**config.mk**
```make
export PLATFORM = sky130hd
export DESIGN_NAME = img_row_fetch_ctrl
export DESIGN_NICKNAME = d
export VERILOG_FILES = /design/src/rtl/img_row_fetch_ctrl.sv
export SDC_FILE = /design/constraint.sdc
export NUM_CORES = 1
export LEC_CHECK = 0
export ABC_CLOCK_PERIOD_IN_PS = 5100
export CAP_MARGIN = 15
export CORE_MARGIN = 1
export CORE_UTILIZATION = 48
export CTS_CLUSTER_SIZE = 12
export DETAILED_ROUTE_END_ITERATION = 6
export PLACE_DENSITY = 0.81
export SETUP_SLACK_MARGIN = 0.15
export SYNTH_ARGS = -nofsm -noshare
export SYNTH_HDL_FRONTEND = slang
export SYNTH_SLANG_ARGS = --single-unit
```
**constraint.sdc**
```tcl
create_clock -name clk -period 5.1 [get_ports clk]
set_input_delay 1.02 -clock clk [delete_from_list [all_inputs] [get_ports clk]]
set_output_delay 1.02 -clock clk [all_outputs]
set_load 0.05 [all_outputs]
```
**src/rtl/img_row_fetch_ctrl.sv**
```systemverilog
// -----------------------------------------------------------------------------
// img_row_fetch_ctrl
//
// Sits between the scaler's row-request FIFO and the DDR read port. Each
// accepted request (a source row number) becomes BEATS_PER_ROW/BURST_LEN
// fixed-length read bursts. The returned beats are written into an 8-slot line
// space at {slot, beat}. row_done pulses with the last write of each row.
//
// Ports
//   clk, rst_n        system clock, asynchronous active-low reset
//   frame_start       1-cycle pulse: abort the current row, resample base_addr,
//                     restart slot numbering at 0
//   base_addr         frame base byte address
//   req_rdy/req_vld   row request handshake, req_h = source row number
//   cmd_vld/cmd_rdy   DDR read command handshake
//   cmd_addr/cmd_len  burst start byte address / constant BURST_LEN-1
//   rd_data_vld       DDR read beat valid (no backpressure), rd_data = beat
//   buf_wr_en         line-space write strobe, one cycle after the beat
//   buf_wr_addr       {slot[2:0], beat[6:0]}
//   buf_wr_data       registered copy of rd_data
//   row_done          pulse with the last write of a row, row_done_id = slot
//   busy              not idle, or beats of an aborted row still draining
//   err_unexp         sticky: a beat arrived with nothing outstanding
// -----------------------------------------------------------------------------
module img_row_fetch_ctrl #(
  parameter int ADDR_W        = 28,
  parameter int ROW_BYTES     = 1280,
  parameter int BEAT_BYTES    = 16,
  parameter int BURST_LEN     = 16,
  parameter int BEATS_PER_ROW = 80
) (
  input  logic              clk,
  input  logic              rst_n,
  input  logic              frame_start,
  input  logic [ADDR_W-1:0] base_addr,
  output logic              req_rdy,
  input  logic              req_vld,
  input  logic [8:0]        req_h,
  output logic              cmd_vld,
  input  logic              cmd_rdy,
  output logic [ADDR_W-1:0] cmd_addr,
  output logic [7:0]        cmd_len,
  input  logic              rd_data_vld,
  input  logic [127:0]      rd_data,
  output logic              buf_wr_en,
  output logic [9:0]        buf_wr_addr,
  output logic [127:0]      buf_wr_data,
  output logic              row_done,
  output logic [2:0]        row_done_id,
  output logic              busy,
  output logic              err_unexp
);

  localparam int BURSTS      = BEATS_PER_ROW / BURST_LEN;
  localparam int BIDX_W      = $clog2(BURSTS + 1);
  localparam int BURST_BYTES = BURST_LEN * BEAT_BYTES;

  typedef enum logic [1:0] {IDLE, CMD, WAIT} state_t;

  state_t            state;
  logic [ADDR_W-1:0] base_reg;
  logic [BIDX_W-1:0] burst_idx;
  logic [6:0]        beat_cnt;
  logic [7:0]        outstanding;
  logic [7:0]        drain_cnt;
  logic [2:0]        slot;

  logic        cmd_acc;
  logic        req_acc;
  logic        beat_drain;
  logic        beat_take;
  logic        beat_unexp;
  logic        row_last;
  logic [19:0] row_off;
  logic [7:0]  drain_nxt;

  assign cmd_len = 8'(BURST_LEN - 1);
  assign busy    = (state != IDLE) || (drain_cnt != 8'd0);

  // req_rdy is only ever high in IDLE with nothing left to drain.
  assign cmd_acc    = cmd_vld & cmd_rdy;
  assign req_acc    = req_vld & req_rdy & ~frame_start;
  assign beat_drain = rd_data_vld & (drain_cnt != 8'd0);
  assign beat_take  = rd_data_vld & (drain_cnt == 8'd0) & (outstanding != 8'd0);
  assign beat_unexp = rd_data_vld & (drain_cnt == 8'd0) & (outstanding == 8'd0);
  assign row_last   = beat_take & (beat_cnt == 7'(BEATS_PER_ROW - 1));

  // Constant multiply; 511*1280 still fits in 20 bits.
  assign row_off = 20'(req_h) * 20'(ROW_BYTES);

  // On an abort every beat still owed by DDR has to be swallowed: whatever was
  // outstanding, plus a burst whose command handshake completes in the same
  // cycle, minus a beat consumed right now.
  always_comb begin
    // NOTE: assign a default first so every path drives drain_nxt and no latch is inferred.
    drain_nxt = drain_cnt - {7'd0, beat_drain};
    if (frame_start) begin
      drain_nxt = drain_cnt + outstanding + (cmd_acc ? 8'(BURST_LEN) : 8'd0)
                - {7'd0, beat_drain | beat_take};
    end
  end

  // NOTE: all state and registered outputs update with non-blocking assignments so every
  // read in this block sees the pre-edge value regardless of statement order.
  always_ff @(posedge clk or negedge rst_n) begin
    if (!rst_n) begin
      state       <= IDLE;
      base_reg    <= '0;
      burst_idx   <= '0;
      beat_cnt    <= '0;
      outstanding <= '0;
      drain_cnt   <= '0;
      slot        <= '0;
      req_rdy     <= 1'b0;
      cmd_vld     <= 1'b0;
      cmd_addr    <= '0;
      buf_wr_en   <= 1'b0;
      buf_wr_addr <= '0;
      buf_wr_data <= '0;
      row_done    <= 1'b0;
      row_done_id <= '0;
      err_unexp   <= 1'b0;
    end else begin
      buf_wr_en <= 1'b0;
      row_done  <= 1'b0;
      drain_cnt <= drain_nxt;
      if (beat_unexp) err_unexp <= 1'b1;

      if (frame_start) begin
        base_reg    <= base_addr;
        slot        <= '0;
        beat_cnt    <= '0;
        burst_idx   <= '0;
        outstanding <= '0;
        state       <= IDLE;
        cmd_vld     <= 1'b0;
        req_rdy     <= 1'b0;
      end else begin
        outstanding <= outstanding + (cmd_acc ? 8'(BURST_LEN) : 8'd0) - {7'd0, beat_take};

        if (beat_take) begin
          buf_wr_en   <= 1'b1;
          buf_wr_addr <= {slot, beat_cnt};
          buf_wr_data <= rd_data;
          beat_cnt    <= beat_cnt + 7'd1;
          if (row_last) begin
            row_done    <= 1'b1;
            row_done_id <= slot;
            slot        <= slot + 3'd1;
            beat_cnt    <= '0;
          end
        end

        case (state)
          IDLE: begin
            // Registered: after row_done the first accept lands one cycle later.
            req_rdy <= !req_acc && (drain_nxt == 8'd0);
            if (req_acc) begin
              state     <= CMD;
              cmd_vld   <= 1'b1;
              cmd_addr  <= base_reg + ADDR_W'(row_off);
              burst_idx <= '0;
              beat_cnt  <= '0;
            end
          end
          CMD: begin
            if (cmd_acc) begin
              burst_idx <= burst_idx + 1'b1;
              cmd_addr  <= cmd_addr + ADDR_W'(BURST_BYTES);
              if (burst_idx == BIDX_W'(BURSTS - 1)) begin
                cmd_vld <= 1'b0;
                state   <= WAIT;
              end
            end
          end
          WAIT: begin
            if (row_last) state <= IDLE;
          end
          default: state <= IDLE;
        endcase
      end
    end
  end

endmodule

```
**Word-level counts from Yosys, hierarchy flattened**

Index checks and enable logic that the tools add are counted.

- Output and inout port bits: 183
- RAM bits: 0
- Latch bits: 0
- Register bits after elaboration: 233
- Memories kept: 0
- Bits in read-only memories: 0

- Multiplexer cells: 36
- Add/subtract/negate cells: 11
- Reductions and logical operators: 22
- Order comparisons: 0
- Divide/modulo/power cells: 0
- Multiply operators: 1
- Equal/unequal tests: 10
- Shift-type cells: 0
- Bitwise operators: 10

Operators by type and width:

| kind | count |
|---|---|
| 2-to-1 mux 28 bit | 2 |
| one-hot mux 28 bit (2 select lines) | 1 |
| 2-to-1 mux 7 bit | 5 |
| adder 28 x 20 -> 28 bit | 1 |
| adder 28 x 9 -> 28 bit (second input constant) | 1 |
| zero test 8 bit | 3 |
| subtractor 8 x 1 -> 8 bit | 3 |
| 2-to-1 mux 3 bit | 6 |
| adder 8 bit | 2 |
| 2-to-1 mux 8 bit | 2 |
| nonzero test 8 bit | 2 |
| multiplier 9 x 3 -> 12 bit (second input constant) | 1 |
| inequality test 3 bit (second input constant) | 4 |
| AND reduction 4 bit | 3 |
| 2-to-1 mux 1 bit | 11 |
| 2-to-1 mux 2 bit | 5 |
| nonzero test 2 bit | 5 |
| adder 8 x 5 -> 8 bit | 1 |
| bitwise AND 1 bit | 8 |
| adder 7 x 1 -> 7 bit (second input constant) | 1 |
| == test 7 bit (second input constant) | 1 |
| adder 3 x 1 -> 3 bit (second input constant) | 2 |
| one-hot mux 2 bit (3 select lines) | 1 |
| one-hot mux 3 bit (2 select lines) | 1 |
| 15 further kinds | 18 |

**Logic depth before layout (Yosys ltp)**

Gate-level depths: netlist of the first run.

- Word-level depth: 10
- Gate-level depth with buffers: 18
- Depth with buffers taken out: 18

**Least setup slack after synthesis of the first run**

OpenSTA, ideal clock, no wires.

- Path kind: input-to-reg
- Start: in req_h[2]
- End: reg cmd_addr[25]
- Required time: 4.973 ns
- Stages: 15
- Arrival time: 4.081 ns
- Slack: 0.893 ns
- Path through: ha_1 ha_1 a21o_1 a21oi_1 nand2b_1 a21boi_0 o41a_1 xor2_1 ha_1 a21o_1 a21oi_1 nand2b_1 a21o_1 o311ai_0 a311o_1

- Word-level cells in the longest chain between the ends: 4

RTL lines:

| what | RTL line | source |
|---|---|---|
| start, declared | 38 | `input logic [8:0] req_h,` |
| multiplier 9 x 3 -> 12 bit | 89 | `assign row_off = 20'(req_h) * 20'(ROW_BYTES);` |
| adder 28 x 20 -> 28 bit | 161 | `cmd_addr <= base_reg + ADDR_W'(row_off);` |
| 2-to-1 mux 28 bit | 158 | `if (req_acc) begin` |
| one-hot mux 28 bit (2 select lines) | 154 | `case (state)` |
| end signal, assigned | 161 |  |
| end signal, assigned | 169 | `cmd_addr <= cmd_addr + ADDR_W'(BURST_BYTES);` |
| end, declared | 41 | `output logic [ADDR_W-1:0] cmd_addr,` |

Every way passes these cells. The select of a mux whose other input is x is not followed.
A chain may end at the register's enable or synchronous reset.

**Worst setup path after layout of the first run**

- Start: in req_h[1]
- End: reg cmd_addr[26]

Same word-level chain as after synthesis.

==> key figures, run 1 <==
Power and ir drop
  – Total power: 8.68 mW
  – Net Sw Frac: a little over 40%
  – Peak VDD IR: 373 µV
  – P per Cell Area: between 500 and 600 mW/mm²
  – Reg power frac: 30.5%
  – Combinational share of power: approximately 47%
  – Psw: 3.55 mW
  – Clk pwr share: 23.0%
  – Internal Power: 5.14 mW
  – LEAKAGE: 7.58 nW

STA
  – Clock Skews: 0.0163 ns
  – Final setup violation count: 0
  – Slew HR: 32.1%
  – RSZ-0062 raised after global routing: false
  – Setup_tns: 0 ns
  – Final setup margin: approximately 0.63 ns
  – Fmax achieved: 224 MHz
  – Part of the cycle the worst path needs: 87.6%
  – Hold Fails Final Rpt: 0
  – Least-Margin Pin Slew: slightly above 1 ns
  – Period minus WS final: 4.47 ns
  – Fin. max-slew vios: 0

Placed design
  – Post-DP HPWL: 23800 µm
  – I/O Buffers: 345
  – GP Congestion: ~0.85
  – Place WS: 0.139 ns
  – Placed insts: 1641

Floorplanning
  – Die area: 0.0260 mm²
  – Die X: between 150 and 200 µm
  – Die Y: 161 µm
  – Row Count: 57
  – Core Footprint: roughly 0.025 mm²
  – Num ports: 354
  – Starting Density: 49.4%

Routing
  – DRT Wirelength: 32800 µm
  – DRC Markers: 0
  – DRT Pass-1 Iters: 4
  – Via/cell ratio: 5.39
  – WL per Instance: 19.4 µm
  – Initial drt markers: 635
  – Vias after detailed routing: 9120
  – Detail Route Antenna Nets: 0

Setup path
  – Critical R2R Capture: req_rdy
  – CP delay by family, top: compound AO/OA/AOI/OAI gates
  – CP max-delay cell: clkdlybuf4s50_1
  – CP Max Fanout: 7
  – Crit path DAT: ~4.9 ns
  – Critical Path, Cell by Cell: clkdlybuf4s50_1, ha_1, ha_1, inv_1, fa_1, nor2b_1, o21ai_0, a21boi_0, o21ai_0, a21boi_0, nor2_1, ha_1, a21oi_1, nand2_1, o221ai_2, nor4_1, or3_1
  – Critical Path RT: 5.51 ns
  – Nature of the critical path startpoint: input port
  – Reg2Reg Depth: 16
  – Crit-path max cell delay: between 0.4 and 0.5 ns
  – Worst reg-to-reg setup slack: 1.02 ns
  – Worst setup path class: in2reg
  – Buf/Inv on CP: 2
  – Critical path's most frequent cell: ha_1
  – FF-to-FF Start: drain_cnt[2]
  – Crit path capture type: flop
  – CP startpoint: req_h[1]

Global routing
  – Initial antenna violation count: 5
  – Vias in the first global route: 9331
  – Pin count of the biggest net entering global routing: roughly 130
  – First-pass GRT wire length: about 52000 µm
  – Gr ovfl total: 0
  – Gr usage total: between 20% and 30%

Logic synthesis
  – Syn Inst Count: 997
  – Syn avg cell area: 12.2 µm²
  – Post-Syn Area: 0.0122 mm²
  – Synthesis Warnings: 0
  – Post-synth EDFFs: 0
  – Fraction of registers with async set/reset: 100%
  – Seq cells post-synth: 233
  – Synth Flop Type: dfrtp_1
  – Unique masters post-synth: 76
  – Register area share after synthesis: between 40% and 50%

CTS
  – CTS Buf Count: 27
  – CTS clock-pin slew for the worst setup and hold paths: 0.07 ns
  – Post CTS Setup Buffer Count: 0
  – Skew-Pair Late Insertion Delay: around 0.54 ns
  – Post-CTS Hold Buffers: 0
  – CTS resizes: 0
  – CTS Root Cell: clkbuf_16
  – Clock Path Buffers: 3
  – Htree depth: 1
  – # clock sinks: 233
  – CTS tree: done

Layout
  – Most common cell after layout, fill and taps aside: clkdlybuf4s50_1
  – Fraction of layout cells with a size suffix above 1: 17.3%
  – Most frequent cells in the layout: clkdlybuf4s50_1, dfrtp_1, mux2_4
  – Max FFs per register: 128
  – Fillcell total: around 1800
  – Post-Layout Cell Count: 1693
  – Synthesis-to-layout area growth: 37.3%
  – Final nets: 1584
  – Final Core Density: 67.9%

Min path
  – Worst hold endpoint: cmd_addr[3]
  – Hold_sp: base_reg[3]
  – Hold depth: 2
  – Hold Crit Class: reg2reg

Run
  – Max cap viols: 0

Status
  – Status: finished clean
==> metal layers <==
| metal | GRT usage [%] | part of all wire (%) | up-vias |
|---|---|---|---|
| met2 | 44.4 | 51 | 318 |
| met1 | 30.7 | 40 | 4502 |
| met5 | 0 | 0 | - |
| met4 | 8.62 | 3.0 | 0 |
| met3 | 4.88 | 6.4 | 58 |
| li1 | - | - | 4242 |
==> worst register-to-register path, stage by stage, from the launching register on <==
cell	delay, ns
dfrtp_1	0.43
nor4_2	0.42
and3_1	0.41
nand3_4	0.21
o21ai_0	0.13
ha_1	0.16
inv_1	0.04
ha_1	0.27
ha_1	0.23
inv_1	0.07
fa_1	0.20
nor2b_1	0.07
o31ai_1	0.52
a211oi_1	0.16
a2111oi_0	0.35
and2_1	0.21
a31o_2	0.14
==> cells in the mapped netlist, types with 6 or more instances <==
cell type  instances  area, µm²
dfrtp_1          233       5830
mux2_4           109       1640
nand2_1           66        248
ha_1              62        776
mux2_2            61        687
inv_1             57        214
nor2_1            54        203
a21oi_1           42        210
o21ai_0           36        180
nand3_1           24        120
nor3_1            20        100
xnor2_1           15        131
a21o_1            12       90.1
buf_4             12       90.1
and3_1            11       68.8
buf_12            11        220
nor2b_1           11       68.8
xor2_1            11       96.3
nand4_1           10       62.6
clkbuf_1           9       33.8
a211oi_1           8       60.1
o22ai_1            8       50.1
nor4_1             7       43.8
a21boi_0           6       45.0
and2_1             6       37.5
==> power by group through the flow <==
stage	sequential [mW]	combinational (mW)	clock, mW
after floorplan	3.91	1.43	0
after global placement	2.64	3.96	0
after detailed placement	2.66	4.02	0
after CTS	2.65	4.06	2.03
after global routing	2.70	4.32	2.10
final	2.65	4.04	1.99
==> per-stage QoR <==
step | hold slack [ns] | cell area, µm²
after CTS | 0.472 | 16700
after global routing | 0.496 | 16700
final | 0.462 | 16700
after detailed placement | 0.456 | 15800
after global placement | 0.446 | 15800
after floorplan | 0.435 | 12200
==> kinds of logic after synthesis <==
group	synth area share (%)
xor+xnor	2.07
buf+inv	5.12
other cells	0.0617
fa+ha+maj	7.20
flops	47.9
simple gates	10.1
compound gates	8.10
mux	19.4
==> layout make-up <==
| cell class | count | area [µm²] | area share (%) |
|---|---|---|---|
| flip-flops and latches | 233 | 5830 | 34.9 |
| diodes | 6 | 15.0 | 0.0899 |
| multi-input cells | 669 | 5740 | 34.4 |
| clock buffers | 38 | 757 | 4.53 |
| inverters | 58 | 218 | 1.30 |
| clock inverters | 8 | 146 | 0.876 |
| well taps | 324 | 405 | 2.43 |
| repair buffers | 357 | 3590 | 21.5 |
==> worst max path at each step <==
stage                              end  slack, ns  cells after the start
after CTS                 cmd_addr[26]       0.67                     17
final                     cmd_addr[26]       0.63                     17
after floorplan           cmd_addr[25]       0.89                     15
after detailed placement  cmd_addr[26]       0.14                     17
after global placement    cmd_addr[26]       0.27                     17
after global routing      cmd_addr[26]       0.25                     17
No activity file was read; power rests on OpenSTA's default activity.
==> run 2, diff against run 1 <==
Settings changed: GPL_ROUTABILITY_DRIVEN from default to 0, SETUP_SLACK_MARGIN 0.15 to default.
==> run 2 against run 1 <==
Setup slack worse by 0.078 ns. Clock power down 2%. Final area down 0.20%. Largest power group unchanged.
==> key figures, run 2 (synthesis gave the netlist of run 1 again) <==
STA
  – Period minus WS final: 4.54 ns (+0.0782 ns)
  – Final setup violation count: 0 (unchanged)
  – Setup_tns: 0 ns (unchanged)
  – RSZ-0062 raised after global routing: false
  – Fin. max-slew vios: 0 (unchanged)
  – Least-Margin Pin Slew: 1.01 ns (-0.00419 ns)
  – Clock Skews: 0.00901 ns (-0.00733 ns)
  – Slew HR: 32.2% (about the same)
  – Fmax achieved: 220 MHz (-1.7%)
  – Part of the cycle the worst path needs: 89.1% (+1.5 points)
  – Hold Fails Final Rpt: 0 (unchanged)

Run
  – Max cap viols: 0 (unchanged)

Setup path
  – Reg2Reg Depth: 16 (unchanged)
  – FF-to-FF Start: drain_cnt[2]
  – CP startpoint: req_h[1]
  – Critical path's most frequent cell: ha_1
  – Crit path capture type: flop
  – Critical R2R Capture: req_rdy
  – Worst path depth: 18 (+1)
  – Critical Path RT: 5.52 ns (about the same)
  – Crit-path max cell delay: 0.47 ns (about the same)
  – CP max-delay cell: a21oi_1
  – Buf/Inv on CP: 2 (unchanged)
  – Nature of the critical path startpoint: input port
  – Worst reg-to-reg setup slack: 1.00 ns (-0.02 ns)
  – Worst setup path class: in2reg
  – CP delay by family, top: compound AO/OA/AOI/OAI gates
  – Crit path DAT: 4.96 ns (+0.08 ns)
  – Critical Path, Cell by Cell: clkdlybuf4s50_1, ha_1, ha_1, inv_1, fa_1, nor2b_1, o21ai_0, a21boi_0, o21ai_0, a21boi_0, nor2_1, ha_1, a21o_1, a21oi_1, nand2b_1, a21o_1, o311ai_0, a311o_1
  – CP Max Fanout: 7 (unchanged)

CTS
  – Skew-Pair Late Insertion Delay: 0.54 ns (about the same)
  – CTS Root Cell: clkbuf_16
  – Htree depth: 1 (unchanged)
  – CTS resizes: 0 (unchanged)
  – CTS Buf Count: 27 (unchanged)
  – Post-CTS Hold Buffers: 0 (unchanged)
  – CTS tree: done
  – Post CTS Setup Buffer Count: 0 (unchanged)
  – CTS clock-pin slew for the worst setup and hold paths: 0.06 ns (about the same)
  – # clock sinks: 233 (unchanged)
  – Clock Path Buffers: 3 (unchanged)

Global routing
  – Gr ovfl total: 0 (unchanged)
  – First-pass GRT wire length: 51700 µm (-0.21%)
  – Met3 Usage GRT: 4.62% (-0.26 points)
  – Grt met1 use: 31.5% (+0.73 points)
  – GR Util met2: 44.5% (+0.078 points)
  – Pin count of the biggest net entering global routing: 118 (-9.9%)
  – Initial antenna violation count: 6 (+1)
  – Vias in the first global route: 9366 (+0.38%)
  – Gr usage total: 25.2% (+0.038 points)
  – Most used routing layer: met2

Power and ir drop
  – LEAKAGE: 7.57 nW (-0.15%)
  – Peak VDD IR: 464 µV (+25%)
  – Total power: 8.64 mW (-0.57%)
  – P per Cell Area: 518 mW/mm² (-0.37%)

Layout
  – Final Core Density: 67.7% (-0.14 points)
  – Synthesis-to-layout area growth: 37.0%
  – Post-Layout Cell Count: 1695 (+0.12%)
  – Max FFs per register: 128 (unchanged)
  – Most common cell after layout, fill and taps aside: clkdlybuf4s50_1
  – Final Cell Area: 0.0167 mm² (-0.20%)
  – Most frequent cells in the layout: clkdlybuf4s50_1, dfrtp_1, mux2_4
  – Fraction of layout cells with a size suffix above 1: 17.5% (+0.19 points)
  – Final nets: 1584 (unchanged)

Routing
  – DRT Pass-1 Iters: 5 (+1)
  – WL per Instance: 19.5 µm (+0.54%)
  – DRC Markers: 0 (unchanged)
  – DRT Wirelength: 33000 µm (+0.66%)
  – Vias after detailed routing: 9117 (-0.033%)
  – Via/cell ratio: 5.38 (-0.15%)
  – Detail Route Antenna Nets: 0 (unchanged)
  – Initial drt markers: 565 (-11%)

Min path
  – Worst hold endpoint: cmd_addr[2]
  – Hold depth: 2 (unchanged)
  – Hold Crit Class: reg2reg
  – Hold_sp: base_reg[2]

Floorplanning
  – Die area: 0.0260 mm² (unchanged)
  – Core Footprint: 0.0246 mm² (unchanged)
  – Row Count: 57 (unchanged)
  – Num ports: 354 (unchanged)
  – Starting Density: 49.4% (unchanged)
  – Die Y: 161 µm (unchanged)
  – Die X: 161 µm (unchanged)

Placed design
  – I/O Buffers: 345 (unchanged)
  – Post-DP HPWL: 24000 µm (+0.75%)
  – Placed insts: 1641 (unchanged)
  – Area after DPL: 0.0158 mm² (-0.16%)

Status
  – Status: finished clean
-- run 2: cell types whose count changed in the layout (fill, tap and decap cells not counted) --
cell and delta:
inv_16 +1, buf_12 -2, clkinvlp_4 +1, inv_6 -1, clkbuf_8 +1, clkinv_2 +1, bufinv_16 -2, buf_4 +2
clkbuf_1 -1, clkinv_4 +2
-- run 2: final cells by class --
type	count	area [µm²]
Clock inverter	10	128
Multi-Input combinational cell	669	5740
Timing Repair Buffer	357	3570
Inverter	58	218
Tap cell	324	405
Clock buffer	38	767
Antenna cell	6	15.0
Sequential cell	233	5830
Fill cell	1782	7940
-- run 2: worst max path at each step --
stage / slack [ns] / endpoint
CTS: 0.58 / cmd_addr[26]
global route: 0.20 / cmd_addr[25]
floorplan: 0.89 / cmd_addr[25]
detailed placement: 0.04 / cmd_addr[26]
finish: 0.56 / cmd_addr[25]
global placement: 0.21 / cmd_addr[21]
-- run 2: tightest hold or removal path: stages (launching register included) --
cell and delay (ns):
dfrtp_1 0.34, nand2_1 0.05, nand2_1 0.05
-- run 2: power by group --
part / switching (mW) / total (mW) / internal [mW]
Clock: 0.793 / 1.95 / 1.15
Sequential: 0.362 / 2.65 / 2.29
Combinational: 2.42 / 4.04 / 1.62
-- run 2: metal layers --
layer | part of all wire, % | vias to the layer above
met2 | 51 | 338
met4 | 1.9 | 0
met3 | 6.4 | 44
met5 | 0 | -
met1 | 40 | 4506
li1 | - | 4229
-- run 2: stage by stage --
stage / hold slack (ns) / worst slack [ns]
floorplan: 0.435 / 0.893
detailed placement: 0.460 / 0.0368
CTS: 0.464 / 0.578
global route: 0.487 / 0.195
finish: 0.466 / 0.556
global placement: 0.444 / 0.215
